==> src/rtl/ft_pkg.sv <==
// ft_pkg: shared types and width defaults for the FTDI sync-FIFO receive path
//   FT_DATA_WIDTH_DEF / FT_BE_WIDTH_DEF : default bus and byte-enable widths
//   ft_state_e                          : receive FSM states
package ft_pkg;
  localparam int FT_DATA_WIDTH_DEF = 32;
  localparam int FT_BE_WIDTH_DEF = FT_DATA_WIDTH_DEF / 8;
  typedef enum logic [1:0] {ST_IDLE, ST_OE, ST_READ} ft_state_e;
endpackage

==> src/rtl/ft_skid_buf.sv <==
// ft_skid_buf: 2-entry FIFO absorbing words read from the FTDI after a stop decision
//   clk_i, rst_i : clock, asynchronous active-high reset
//   push_i       : store data_i at the tail
//   pop_i        : drop the head (only when count_o != 0)
//   data_o       : current head word
//   count_o      : occupancy, 0..2
module ft_skid_buf #(
  parameter int W = 32
) (
  input  logic         clk_i,
  input  logic         rst_i,
  input  logic         push_i,
  input  logic         pop_i,
  input  logic [W-1:0] data_i,
  output logic [W-1:0] data_o,
  output logic [1:0]   count_o
);
  logic [W-1:0] mem_q [2];
  logic         wr_q, rd_q;
  logic [1:0]   cnt_q, cnt_d;
  assign cnt_d = cnt_q + {1'b0, push_i} - {1'b0, pop_i};
  always_ff @(posedge clk_i or posedge rst_i) begin
    if (rst_i) begin
      wr_q  <= 1'b0;
      rd_q  <= 1'b0;
      cnt_q <= 2'd0;
    end else begin
      wr_q  <= wr_q ^ push_i;
      rd_q  <= rd_q ^ pop_i;
      cnt_q <= cnt_d;
    end
  end
  always_ff @(posedge clk_i) begin
    if (push_i) mem_q[wr_q] <= data_i;
  end
  assign data_o  = mem_q[rd_q];
  assign count_o = cnt_q;
  // The controller stops reading early enough that a third word can never arrive.
  a_no_overflow: assert property (@(posedge clk_i) disable iff (rst_i)
    !(push_i && !pop_i && cnt_q == 2'd2));
  a_no_underflow: assert property (@(posedge clk_i) disable iff (rst_i)
    !(pop_i && cnt_q == 2'd0));
endmodule

==> src/rtl/ft_rx_ctrl.sv <==
// ft_rx_ctrl: FTDI FT245-style sync-FIFO receive controller feeding a downstream writer
//   clk_i, rst_i          : FTDI clock, asynchronous active-high reset
//   ft_rxf_n_i            : FTDI has data (active-low)
//   ft_data_i, ft_be_i    : FTDI data bus and byte enables
//   ft_oe_n_o, ft_rd_n_o  : FTDI output enable / read strobe (active-low, registered)
//   data_o, we_o          : word and one-cycle write strobe to downstream
//   full_i, enough_i      : downstream full / almost-full
//   drop_cnt_o            : saturating count of words discarded for partial byte enables
// Optional: define FT_BURST_LIMIT_EN to cap bursts at BURST_MAX words and leave an
// idle slot after each capped burst.
module ft_rx_ctrl
  import ft_pkg::*;
#(
  parameter int FT_DATA_WIDTH = FT_DATA_WIDTH_DEF,
  parameter int FT_BE_WIDTH   = FT_BE_WIDTH_DEF,
  parameter int BURST_MAX     = 256
) (
  input  logic                     clk_i,
  input  logic                     rst_i,
  input  logic                     ft_rxf_n_i,
  input  logic [FT_DATA_WIDTH-1:0] ft_data_i,
  input  logic [FT_BE_WIDTH-1:0]   ft_be_i,
  output logic                     ft_oe_n_o,
  output logic                     ft_rd_n_o,
  output logic [FT_DATA_WIDTH-1:0] data_o,
  output logic                     we_o,
  input  logic                     full_i,
  input  logic                     enough_i,
  output logic [15:0]              drop_cnt_o
);
  if (BURST_MAX < 1 || FT_BE_WIDTH * 8 != FT_DATA_WIDTH) begin : g_cfg_err
    $error("ft_rx_ctrl: inconsistent parameters");
  end
  ft_state_e                state_q, state_d;
  logic                     oe_n_q, oe_n_d, rd_n_q, rd_n_d, we_q;
  logic [FT_DATA_WIDTH-1:0] data_q, data_d, head;
  logic [15:0]              drop_q, drop_d;
  logic [1:0]               count;
  logic                     accept, push, pop, go, stop, lim_stop, lim_block;
  // A word moves on every edge the strobe is low while the FTDI still has data.
  assign accept = !rd_n_q && !ft_rxf_n_i;
  assign push   = accept && &ft_be_i;
  assign pop    = !full_i && count != 2'd0;
  assign go     = !ft_rxf_n_i && !enough_i && count == 2'd0 && !lim_block;
  // A held word plus full downstream means the in-flight word fills the last slot.
  assign stop   = ft_rxf_n_i || enough_i || (count != 2'd0 && full_i) || lim_stop;
  assign drop_d = (accept && !(&ft_be_i) && !(&drop_q)) ? drop_q + 16'd1 : drop_q;
  assign data_d = pop ? head : data_q;
`ifdef FT_BURST_LIMIT_EN
  localparam int BW = $clog2(BURST_MAX + 1);
  logic [BW-1:0] burst_q, burst_d;
  logic          hold_q;
  assign lim_stop  = accept && burst_q == BW'(BURST_MAX - 1);
  assign lim_block = hold_q;
  assign burst_d   = (state_q == ST_READ && !stop) ? burst_q + BW'(accept) : '0;
  always_ff @(posedge clk_i or posedge rst_i) begin
    if (rst_i) begin
      burst_q <= '0;
      hold_q  <= 1'b0;
    end else begin
      burst_q <= burst_d;
      hold_q  <= state_q == ST_READ && lim_stop;
    end
  end
`else
  assign lim_stop  = 1'b0;
  assign lim_block = 1'b0;
`endif
  always_comb begin
    state_d = state_q;
    oe_n_d  = 1'b1;
    rd_n_d  = 1'b1;
    case (state_q)
      ST_IDLE: if (go) begin
        state_d = ST_OE;
        oe_n_d  = 1'b0;
      end
      ST_OE: begin
        state_d = ST_READ;
        oe_n_d  = 1'b0;
        rd_n_d  = 1'b0;
      end
      ST_READ: if (stop) state_d = ST_IDLE;
      else begin
        oe_n_d = 1'b0;
        rd_n_d = 1'b0;
      end
      default: state_d = ST_IDLE;
    endcase
  end
  always_ff @(posedge clk_i or posedge rst_i) begin
    if (rst_i) begin
      state_q <= ST_IDLE;
      oe_n_q  <= 1'b1;
      rd_n_q  <= 1'b1;
      we_q    <= 1'b0;
      data_q  <= '0;
      drop_q  <= '0;
    end else begin
      state_q <= state_d;
      oe_n_q  <= oe_n_d;
      rd_n_q  <= rd_n_d;
      we_q    <= pop;
      data_q  <= data_d;
      drop_q  <= drop_d;
    end
  end
  ft_skid_buf #(.W(FT_DATA_WIDTH)) u_skid (
    .clk_i  (clk_i),
    .rst_i  (rst_i),
    .push_i (push),
    .pop_i  (pop),
    .data_i (ft_data_i),
    .data_o (head),
    .count_o(count)
  );
  assign ft_oe_n_o  = oe_n_q;
  assign ft_rd_n_o  = rd_n_q;
  assign we_o       = we_q;
  assign data_o     = data_q;
  assign drop_cnt_o = drop_q;
endmodule

==> config.mk <==
export PLATFORM = sky130hd
export DESIGN_NAME = ft_rx_ctrl
export DESIGN_NICKNAME = d
export VERILOG_FILES = /design/src/rtl/ft_pkg.sv /design/src/rtl/ft_skid_buf.sv /design/src/rtl/ft_rx_ctrl.sv
export SDC_FILE = /design/constraint.sdc
export NUM_CORES = 1
export LEC_CHECK = 0
export ABC_CLOCK_PERIOD_IN_PS = 4400
export BUFFER_PORTS_ARGS = -buffer_cell sky130_fd_sc_hd__buf_2
export CAP_MARGIN = 20
export CORE_ASPECT_RATIO = 1.2
export CORE_MARGIN = 2
export CORE_UTILIZATION = 55
export CTS_BUF_LIST = sky130_fd_sc_hd__clkbuf_8
export CTS_CLUSTER_DIAMETER = 100
export DETAILED_ROUTE_END_ITERATION = 6
export PLACE_DENSITY_LB_ADDON = 0.12
export SLEW_MARGIN = 15
export SYNTH_ARGS = -nofsm -noshare
export SYNTH_HDL_FRONTEND = slang
export SYNTH_SLANG_ARGS = --single-unit
export TNS_END_PERCENT = 1
==> constraint.sdc <==
create_clock -name clk_i -period 4.4 [get_ports clk_i]
set_input_delay 0.88 -clock clk_i [delete_from_list [all_inputs] [get_ports clk_i]]
set_output_delay 0.88 -clock clk_i [all_outputs]
set_load 0.05 [all_outputs]
[After elaboration in Yosys (flattened, before gate mapping)]
Memories as Yosys holds them, arrays and structs flattened. A register that Yosys moved wholly into a read port is not among the register bits.
Cells that the tools add are included.
Word-level totals
  register bits after elaboration: 25
  bits in writable memories: 64
  word-level logic and storage cells: 49
  memories kept: 1
Operators by class
  $add $sub $neg: 3
  eq/ne operators: 4
  mux-type cells: 9
  bitwise gates (word level): 2
  reduce and logical (&&, ||, !) cells: 22
Memories
  u_skid.mem_q: words 2, bits a word 32, rd ports 1, clocked after memory_dff 1, wr ports 1, line ft_skid_buf.sv:18  | logic [W-1:0] mem_q [2];
Operators with widths (number)
  $add A16 B1 Y16 const B: 1
  $reduce_and A16 Y1: 1
  $logic_and A1 B1 Y1: 8
  $logic_not A1 Y1: 6
  $pmux W2 S3: 1
  $logic_not A2 Y1: 2
  $mux W1: 4
  $mux W2: 2
  $ne A2 B2 Y1 const B: 2
  $reduce_and A4 Y1: 1
  $pmux W1 S3: 1
  $add A2 B1 Y2: 1
  $eq A2 B1 Y1 const B: 1
  $eq A2 B2 Y1 const B: 1
  $logic_or A1 B1 Y1: 2
  $pmux W1 S2: 1
  $reduce_and A2 Y1: 1
  $reduce_bool A2 Y1: 1
  $sub A2 B1 Y2: 1
  $xor A1 B1 Y1: 2

[Longest topological paths before layout]
Gate-level depths: netlist of run 1.
  depth after elaboration: 5
  mapped depth: 9
  gate-level depth less buffers: 7

[By module]
From an unflattened synthesis of run 1, not the netlist that was laid out.
Second synthesis, totals
  cells, all modules: 288
  area total of the unflattened synthesis: 4902.2 µm²
Modules (own cells, without submodules)
  ft_skid_buf: instances 1, cells each 115, area an instance 2663.8 µm²
  ft_rx_ctrl: instances 1, cells each 173, area an instance 2238.4 µm²

[Worst setup path before layout of run 1]
No wires, ideal clock.
  path kind: input port to flip-flop
  from: input port ft_be_i[2]
  to: memory u_skid.mem_q[1][0], enable pin
  arrival time: 2.223 ns
  required time: 4.008 ns
  setup slack: 1.784 ns
  stages on the path: 3
  buffers on the path: 0
  path through: nand4_1 -> nor3_1 -> ha_1
Between the ends
  word-level cells in the longest chain between the ends: 4
RTL lines
  start, declared: line ft_rx_ctrl.sv:22  | input logic [FT_BE_WIDTH-1:0] ft_be_i,
  $reduce_and A4 Y1: line ft_rx_ctrl.sv:42  | assign push = accept && &ft_be_i;
  $logic_and A1 B1 Y1: line ft_rx_ctrl.sv:42
  $mux W1: line ft_skid_buf.sv:34  | if (push_i) mem_q[wr_q] <= data_i;
  $mux W1 (not written as such): line ft_skid_buf.sv:34
  end, declared: line ft_skid_buf.sv:18
No other way between the ends.

[Final worst setup path of run 1]
  from: input port ft_be_i[3]
  to: memory u_skid.mem_q[0][10], enable pin
Same word-level chain as after synthesis.

==> metrics.txt, run 1 <==
portion of total power attributed to the clock network 0.276; total setup violations reported at the end of the flow 0; Avg Inst Size Synth between 10 and 15 µm²; post-route antenna net violation count 0; internal power contribution roughly 2.3 mW; number of cells traversed by the worst register-to-register path 8; routed via count ~2700; DR WL/cell 14.4 µm; H-Tree Depth 4; portion of the clock cycle consumed by the worst path in the final layout 0.545; part of the total power dissipated in sequential elements 0.420; fraction of the mapped netlist area in compound gates 0.0493; number of max-capacitance violations reported 0; main area contributors after synthesis sky130_fd_sc_hd__edfxtp_1 42%, sky130_fd_sc_hd__dfrtp_1 30%, sky130_fd_sc_hd__mux2i_1 6.9%, sky130_fd_sc_hd__o21ai_0 3.8%, sky130_fd_sc_hd__nand2_1 3.1%; layout overhead on the synthesized area 21.8%; detailed placement HPWL 5.17 mm; diode insertion count for antenna repair 0; post-cts hold buffer count 0; switch share 0.378; top-area cell type share of the netlist area 0.416; Synth Register Bits 121; number of CTS-inserted buffers 17; clock latency on the worst-skew pair 420 ps; Power per Cell Area 667 mW/mm²; All-Layer GR Usage 0.186; effective utilization at floorplan 0.567; clock tree from TritonCTS yes; aggregate global routing overflow 0; share of synthesized cell area in full adder, half adder and majority cells 0.0135; sinks on the clock net 121; instance area after placement 0.00520 mm²; master cell of the clock root buffer sky130_fd_sc_hd__clkbuf_8; Finished Cell Area between 0.005 and 0.006 mm²; Worst-Margin Slew 973 ps; Layout Skew ~11 ps; kind of start point of the critical path primary input; portion of the post-synthesis area used by sequential elements 0.725; CP Data Arrival Time ~2400 ps; RSZ-0062 raised after global routing false; setup TNS 0 ps; horizontal extent of the die 87.7 µm; basic-gate share of the synthesized area counting and, or, nand and nor cells 0.0910; combinational power share 0.304; Final Wtd Congestion around 0.84; CTS clock-pin slew for the worst setup and hold paths 70 ps; relative slew slack 0.351; via count of the first global-routing pass about 2700; result of the run complete, no violations; post-synth net total 359; number of hold-slack violations in the final timing report 0; Non-Filler Instances 541; dominant combinational cell family by area after synthesis simple AND/OR/NAND/NOR gates; Final Max Tran Viols 0; maximum operating frequency 0.417 GHz; Placement Rows 36; DRC marker count from the first detailed-route iteration 144; total number of yosys warnings 0; number of placed cells counting well taps 509; number of distinct standard cells referenced by the synthesized netlist 36; number of instances in the synthesized netlist 313; critical path start-end classification primary input to flop; core area between 0.008 and 0.009 mm²; Max rail drop VDD approximately 0.00043 V; first-pass GRT wire length 12.8 mm; Setup Fix Bufs, Post-CTS 0; number of port buffers 91; Resized cells post-CTS 0; number of top-level pins roughly 90; Critical Path RT approximately 4400 ps; leakage power 2.50 nW; share of cells above drive strength 1 0.319; worst min-delay path category flop to flop; layout net count 460; initial antenna violation count 0; largest net degree at the start of global routing 67; full die area 0.00915 mm²; via count normalized by instance count 5.07; cell count of the worst hold path 2; remaining design rule violation count 0; Max Buffers Root-to-Sink 2; Final min period around 2400 ps; layout filler cell count 607; CP Capture Type flop; post-synthesis mux area share 0.0775; Netlist Area Pre-Place 0.00462 mm²; switching power 1.42 mW; first-pass iteration count of the detailed router 4; overall routed net length 7.77 mm; critical path fanouts, max 32; xor and xnor fraction of the mapped netlist area 0.0265; cell accounting for the most synthesized area sky130_fd_sc_hd__edfxtp_1; height of the chip 104 µm
-- cells by family (layout without fill, tap and decap cells) --
family / Yosys count / count (layout)
XOR/XNOR: 14 / 14
AO/OA/AOI/OAI: 43 / 43
AND/OR/NAND/NOR: 76 / 76
flip-flops: 121 / 121
buffers and inverters: 19 / 133
adder cells (fa/ha/maj): 5 / 5
multiplexers: 35 / 35
-- cell usage in the layout (no fill, tap or decap), drive strengths merged, types with 3 or more instances in the layout --
cell,n
buf,93
edfxtp,64
dfrtp,55
nand2,38
o21ai,35
mux2i,32
clkbuf,19
inv,13
xnor2,11
nor2,7
nand4,7
ha,5
nand3,4
bufinv,4
and4,4
and3,4
xor2,3
nor3,3
a21oi,3
and2,3
mux2,3
-- stage by stage --
step | power (mW) | utilization | setup slack, ps | hold WS (ps)
3_5_place_dp | 2.76 | 0.638 | 1560 | 469
3_3_place_gp | 2.73 | 0.638 | 1620 | 460
5_1_grt | 3.94 | 0.690 | 1820 | 498
2_1_floorplan | 2.47 | - | 1780 | 483
6_report | 3.76 | 0.690 | 2000 | 478
4_1_cts | 3.79 | 0.690 | 1950 | 485
-- cell type report --
type | instances | area [µm²] | share of cell area
Clock buffer | 19 | 262 | 0.0465
Multi-Input combinational cell | 173 | 1210 | 0.215
Sequential cell | 121 | 3350 | 0.596
Tap cell | 114 | 143 | 0.0253
Clock inverter | 13 | 164 | 0.0291
Inverter | 8 | 30.0 | 0.00534
Timing Repair Buffer | 93 | 470 | 0.0836
-- path summary, 6_finish.rpt --
| kind | start | to | slack (ps) |
|---|---|---|---|
| worst max register to register | u_skid.count_o[1] | u_skid.count_o[1] | 2290 |
| min in group asynchronous | rst_i | drop_cnt_o[6] | 540 |
| worst max-delay path | ft_be_i[3] | u_skid.mem_q[0][10] | 2000 |
| max in group asynchronous | rst_i | ft_rd_n_o | 3000 |
| worst min register to register | data_o[6] | data_o[6] | 480 |
| worst min-delay path | data_o[6] | data_o[6] | 480 |
-- Yosys cell counts, drive strengths merged --
| master | number |
|---|---|
| nand3b | 1 |
| dfstp | 2 |
| inv | 8 |
| nand4 | 7 |
| edfxtp | 64 |
| ha | 5 |
| nor4 | 2 |
| dfrtp | 55 |
| o211ai | 2 |
| nor3b | 1 |
| o21ai | 35 |
| xor2 | 3 |
| nand3 | 4 |
| nor3 | 3 |
| a41oi | 1 |
| nor2 | 7 |
| clkbuf | 6 |
| nor4bb | 1 |
| and4 | 4 |
| and3 | 4 |
| xnor2 | 11 |
| buf | 5 |
| a31oi | 1 |
| a21oi | 3 |
| nand2 | 38 |
| mux2 | 3 |
| and2 | 3 |
| o21bai | 1 |
| mux2i | 32 |
| nand2b | 1 |
-- critical path, cell delays in order --
cell and delay (ps):
sky130_fd_sc_hd__buf_2 80, sky130_fd_sc_hd__nand4_1 200, sky130_fd_sc_hd__nor3_1 430, sky130_fd_sc_hd__ha_2 830
-- state kept, by name, indices dropped and copies added, names as in the netlist --
register,flops
u_skid.count_o,2
ft_rd_n_o,1
ft_oe_n_o,1
data_o,32
u_skid.rd_q,1
drop_cnt_o,16
u_skid.mem_q,64
u_skid.wr_q,1
we_o,1
state_q,2
-- per-layer routing --
metal,global-route usage,part of all wire
met1,0.220,0.41
met2,0.312,0.53
met3,0.0619,0.050
met4,0.0692,0.019
met5,0,0
-- power by group through the flow --
stage	clock network, mW	logic [mW]	registers (mW)
2_1_floorplan	0	0.378	2.09
3_3_place_gp	0	1.13	1.60
3_5_place_dp	0	1.15	1.60
4_1_cts	1.05	1.15	1.58
5_1_grt	1.11	1.22	1.61
6_report	1.04	1.14	1.58
No activity file was read; power rests on OpenSTA's default activity.
==> run 2, diff against run 1 <==
--- a/config.mk
+++ b/config.mk
@@ -5,12 +5,13 @@
 export SDC_FILE = /design/constraint.sdc
 export NUM_CORES = 1
 export LEC_CHECK = 0
-export ABC_CLOCK_PERIOD_IN_PS = 4400
+export ABC_AREA = 1
+export ABC_CLOCK_PERIOD_IN_PS = 2000
 export BUFFER_PORTS_ARGS = -buffer_cell sky130_fd_sc_hd__buf_2
 export CAP_MARGIN = 20
 export CORE_ASPECT_RATIO = 1.2
 export CORE_MARGIN = 2
-export CORE_UTILIZATION = 55
+export CORE_UTILIZATION = 51
 export CTS_BUF_LIST = sky130_fd_sc_hd__clkbuf_8
 export CTS_CLUSTER_DIAMETER = 100
 export DETAILED_ROUTE_END_ITERATION = 6
==> constraint.sdc (replaced) <==
create_clock -name clk_i -period 2 [get_ports clk_i]
set_input_delay 0.4 -clock clk_i [delete_from_list [all_inputs] [get_ports clk_i]]
set_output_delay 0.4 -clock clk_i [all_outputs]
set_load 0.05 [all_outputs]
==> metrics.txt, run 2 <==
core area 0.00913 mm² (was 0.00815 mm²); most frequent cells in the layout 128 x sky130_fd_sc_hd__nand2_1, 91 x sky130_fd_sc_hd__buf_2, 64 x sky130_fd_sc_hd__edfxtp_1 (was 91 x sky130_fd_sc_hd__buf_2, 64 x sky130_fd_sc_hd__edfxtp_1, 54 x sky130_fd_sc_hd__dfrtp_1); Avg Inst Size Synth 11.2 µm² (was 14.8 µm²); remaining design rule violation count 0 (unchanged); total power consumption of the routed design 9.01 mW (was 3.76 mW); Final Max Tran Viols 0 (unchanged); post-route antenna net violation count 0 (unchanged); layout overhead on the synthesized area 21.6% (was 21.8%); number of top-level pins 92 (unchanged); number of flip-flops in the largest register 64 (unchanged); DRC marker count from the first detailed-route iteration 143 (was 144); Placement Rows 38 (was 36); register cell area after layout 0.00335 mm² (about the same); beginning of the critical path drop_cnt_o[0] (was ft_be_i[3]); leakage power 2.52 nW (was 2.50 nW); Netlist Area Pre-Place 0.00481 mm² (was 0.00462 mm²); global routing usage on met2 0.328 (was 0.312); count of flip-flops with a built-in enable after synthesis 64 (unchanged); master cell of the clock root buffer sky130_fd_sc_hd__clkbuf_8 (unchanged); footprint of the multi-input gates 0.00129 mm² (was 0.00121 mm²); clock tree from TritonCTS yes (unchanged); Max Buffers Root-to-Sink 2 (unchanged); layout net count 582 (was 460); portion of the clock cycle consumed by the worst path in the final layout 0.811; via count of the first global-routing pass 3255 (was 2703); largest net degree at the start of global routing 58 (was 67); critical path fanouts, max 7 (was 32); Max rail drop VDD 0.00119 V (was 0.000429 V); number of hold-slack violations in the final timing report 0 (unchanged); horizontal extent of the die 92.7 µm (was 87.7 µm); commonest cells in the synthesized netlist 128 x sky130_fd_sc_hd__nand2_1, 64 x sky130_fd_sc_hd__edfxtp_1, 55 x sky130_fd_sc_hd__dfrtp_1, 53 x sky130_fd_sc_hd__nor2_1, 32 x sky130_fd_sc_hd__a31oi_1 (was 64 x sky130_fd_sc_hd__edfxtp_1, 55 x sky130_fd_sc_hd__dfrtp_1, 38 x sky130_fd_sc_hd__nand2_1, 35 x sky130_fd_sc_hd__o21ai_0, 32 x sky130_fd_sc_hd__mux2i_1); maximum operating frequency 0.617 GHz; share of the core filled with cells in the final layout 0.641 (was 0.690); kind of start point of the critical path flop (was primary input); RSZ-0062 raised after global routing false (unchanged); start of the worst register-to-register path drop_cnt_o[0] (was u_skid.count_o[1]); Final Wtd Congestion 0.769 (was 0.838); commonest non-fill, non-tap cell in the layout sky130_fd_sc_hd__nand2_1 (was sky130_fd_sc_hd__buf_2); share of cells above drive strength 1 0.283 (was 0.319); post-cts hold buffer count 0 (unchanged); critical path start-end classification flop to flop (was primary input to flop); DR WL/cell 13.7 µm (was 14.4 µm); total setup violations reported at the end of the flow 0 (unchanged); cell accounting for the most synthesized area sky130_fd_sc_hd__edfxtp_1 (unchanged); Final min period 1620 ps; initial antenna violation count 0 (unchanged); number of instances in the synthesized netlist 429 (was 313); aggregate global routing overflow 0 (unchanged); Power per Cell Area 1540 mW/mm² (was 667 mW/mm²); effective utilization at floorplan 0.527 (was 0.567); post-synth net total 475 (was 359); routing usage on met1 0.207 (was 0.220); top-area cell type share of the netlist area 0.399 (was 0.416); worst min-delay path category primary input to asynchronous set/reset pin (was flop to flop); layout filler cell count 769 (was 607); overall routed net length 9.16 mm (was 7.77 mm); total number of yosys warnings 0 (unchanged); CP Capture Type flop (unchanged); first-pass GRT wire length 14.8 mm (was 12.8 mm); clock latency on the worst-skew pair 410 ps (was 420 ps); via count normalized by instance count 4.94 (was 5.07); Worst-Margin Slew 481 ps (was 973 ps); first-pass iteration count of the detailed router 4 (unchanged); Critical Path RT 2300 ps (was 4440 ps); Setup Fix Bufs, Post-CTS 0 (unchanged); Layout Skew 10.1 ps (was 11.3 ps); largest register by flop count u_skid.mem_q (unchanged); post-synthesis async set-or-reset flop share 0.471 (unchanged); number of max-capacitance violations reported 0 (unchanged); height of the chip 110 µm (was 104 µm); main area contributors after synthesis sky130_fd_sc_hd__edfxtp_1 40%, sky130_fd_sc_hd__dfrtp_1 29%, sky130_fd_sc_hd__nand2_1 10%, sky130_fd_sc_hd__a31oi_1 4.2%, sky130_fd_sc_hd__nor2_1 4.1% (was sky130_fd_sc_hd__edfxtp_1 42%, sky130_fd_sc_hd__dfrtp_1 30%, sky130_fd_sc_hd__mux2i_1 6.9%, sky130_fd_sc_hd__o21ai_0 3.8%, sky130_fd_sc_hd__nand2_1 3.1%); Resized cells post-CTS 0 (unchanged); sinks on the clock net 121 (unchanged); full die area 0.0102 mm² (was 0.00915 mm²); portion of the post-synthesis area used by sequential elements 0.696 (was 0.725); H-Tree Depth 4 (unchanged); CP Data Arrival Time 1920 ps (was 2430 ps); number of CTS-inserted buffers 17 (unchanged); diode insertion count for antenna repair 0 (unchanged); routed via count 3297 (was 2742); All-Layer GR Usage 0.190 (was 0.186); result of the run complete, no violations (unchanged); Synth Register Bits 121 (unchanged); detailed placement HPWL 6.08 mm (was 5.17 mm); relative slew slack 0.679 (was 0.351); CTS clock-pin slew for the worst setup and hold paths 70 ps (about the same); fraction of met3 tracks used by global routing 0.0648 (was 0.0619); most common cell in the synthesized netlist sky130_fd_sc_hd__nand2_1 (was sky130_fd_sc_hd__edfxtp_1); most utilized layer in the global route result met2 (unchanged); number of port buffers 91 (unchanged); number of distinct standard cells referenced by the synthesized netlist 25 (was 36); Synth Flop Type sky130_fd_sc_hd__edfxtp_1 (unchanged)
-- run 2: power breakdown --
| group | internal [mW] | switching [mW] | total, mW | leakage, nW |
|---|---|---|---|---|
| combinational | 0.857 | 2.69 | 3.54 | 1.09 |
| clock | 1.10 | 0.863 | 1.96 | 0.187 |
| sequential | 3.13 | 0.374 | 3.51 | 1.24 |
-- run 2: per-stage QoR --
stage / std cells / setup TNS (ps) / worst slack [ps] / hold slack, ps / area (µm²)
2_1_floorplan: 429 / -3340 / -52.2 / 424 / 4810
3_3_place_gp: 637 / 0 / 351 / 437 / 5490
3_5_place_dp: 637 / 0 / 351 / 454 / 5490
4_1_cts: 668 / 0 / 356 / 24.6 / 5850
5_1_grt: 668 / 0 / 252 / 61.6 / 5850
6_report: 668 / 0 / 378 / 31.5 / 5850
-- run 2: final timing paths --
path	depth (start not counted)	end	slack, ps
max	9	drop_cnt_o[10]	380
min	3	state_q[0]	30
max reg2reg	9	drop_cnt_o[10]	380
min reg2reg	1	state_q[0]	470
max in group asynchronous	3	ft_rd_n_o	1650
min in group clk_i	1	u_skid.mem_q[0][19]	170
-- run 2: cells by family after synthesis --
kind of cell / synth area share
simple gates: 0.180
flops: 0.696
compound gates: 0.0575
buf+inv: 0.0385
xor+xnor: 0.0146
fa+ha+maj: 0.0130
-- run 2: final cells by class --
type	count	share of cell area
Multi-Input combinational cell	266	0.220
Sequential cell	121	0.573
Timing Repair Buffer	104	0.103
Tap cell	120	0.0257
Clock buffer	18	0.0423
Clock inverter	13	0.0192
Inverter	26	0.0167
-- run 2: worst max-delay path: stages (launching register included) --
cell and delay (ps):
sky130_fd_sc_hd__dfrtp_1 450, sky130_fd_sc_hd__ha_1 280, sky130_fd_sc_hd__nand3_2 130, sky130_fd_sc_hd__inv_2 100
sky130_fd_sc_hd__nand2_2 60, sky130_fd_sc_hd__nor2_4 120, sky130_fd_sc_hd__nor2_4 70, sky130_fd_sc_hd__buf_4 170
sky130_fd_sc_hd__nand2_1 70, sky130_fd_sc_hd__o21ai_2 50
-- run 2: per-layer routing --
layer | vias up | routed length, µm
met5 | - | 0
met4 | 0 | 131
met3 | 9 | 444
met2 | 72 | 4790
met1 | 1558 | 3790
li1 | 1658 | -
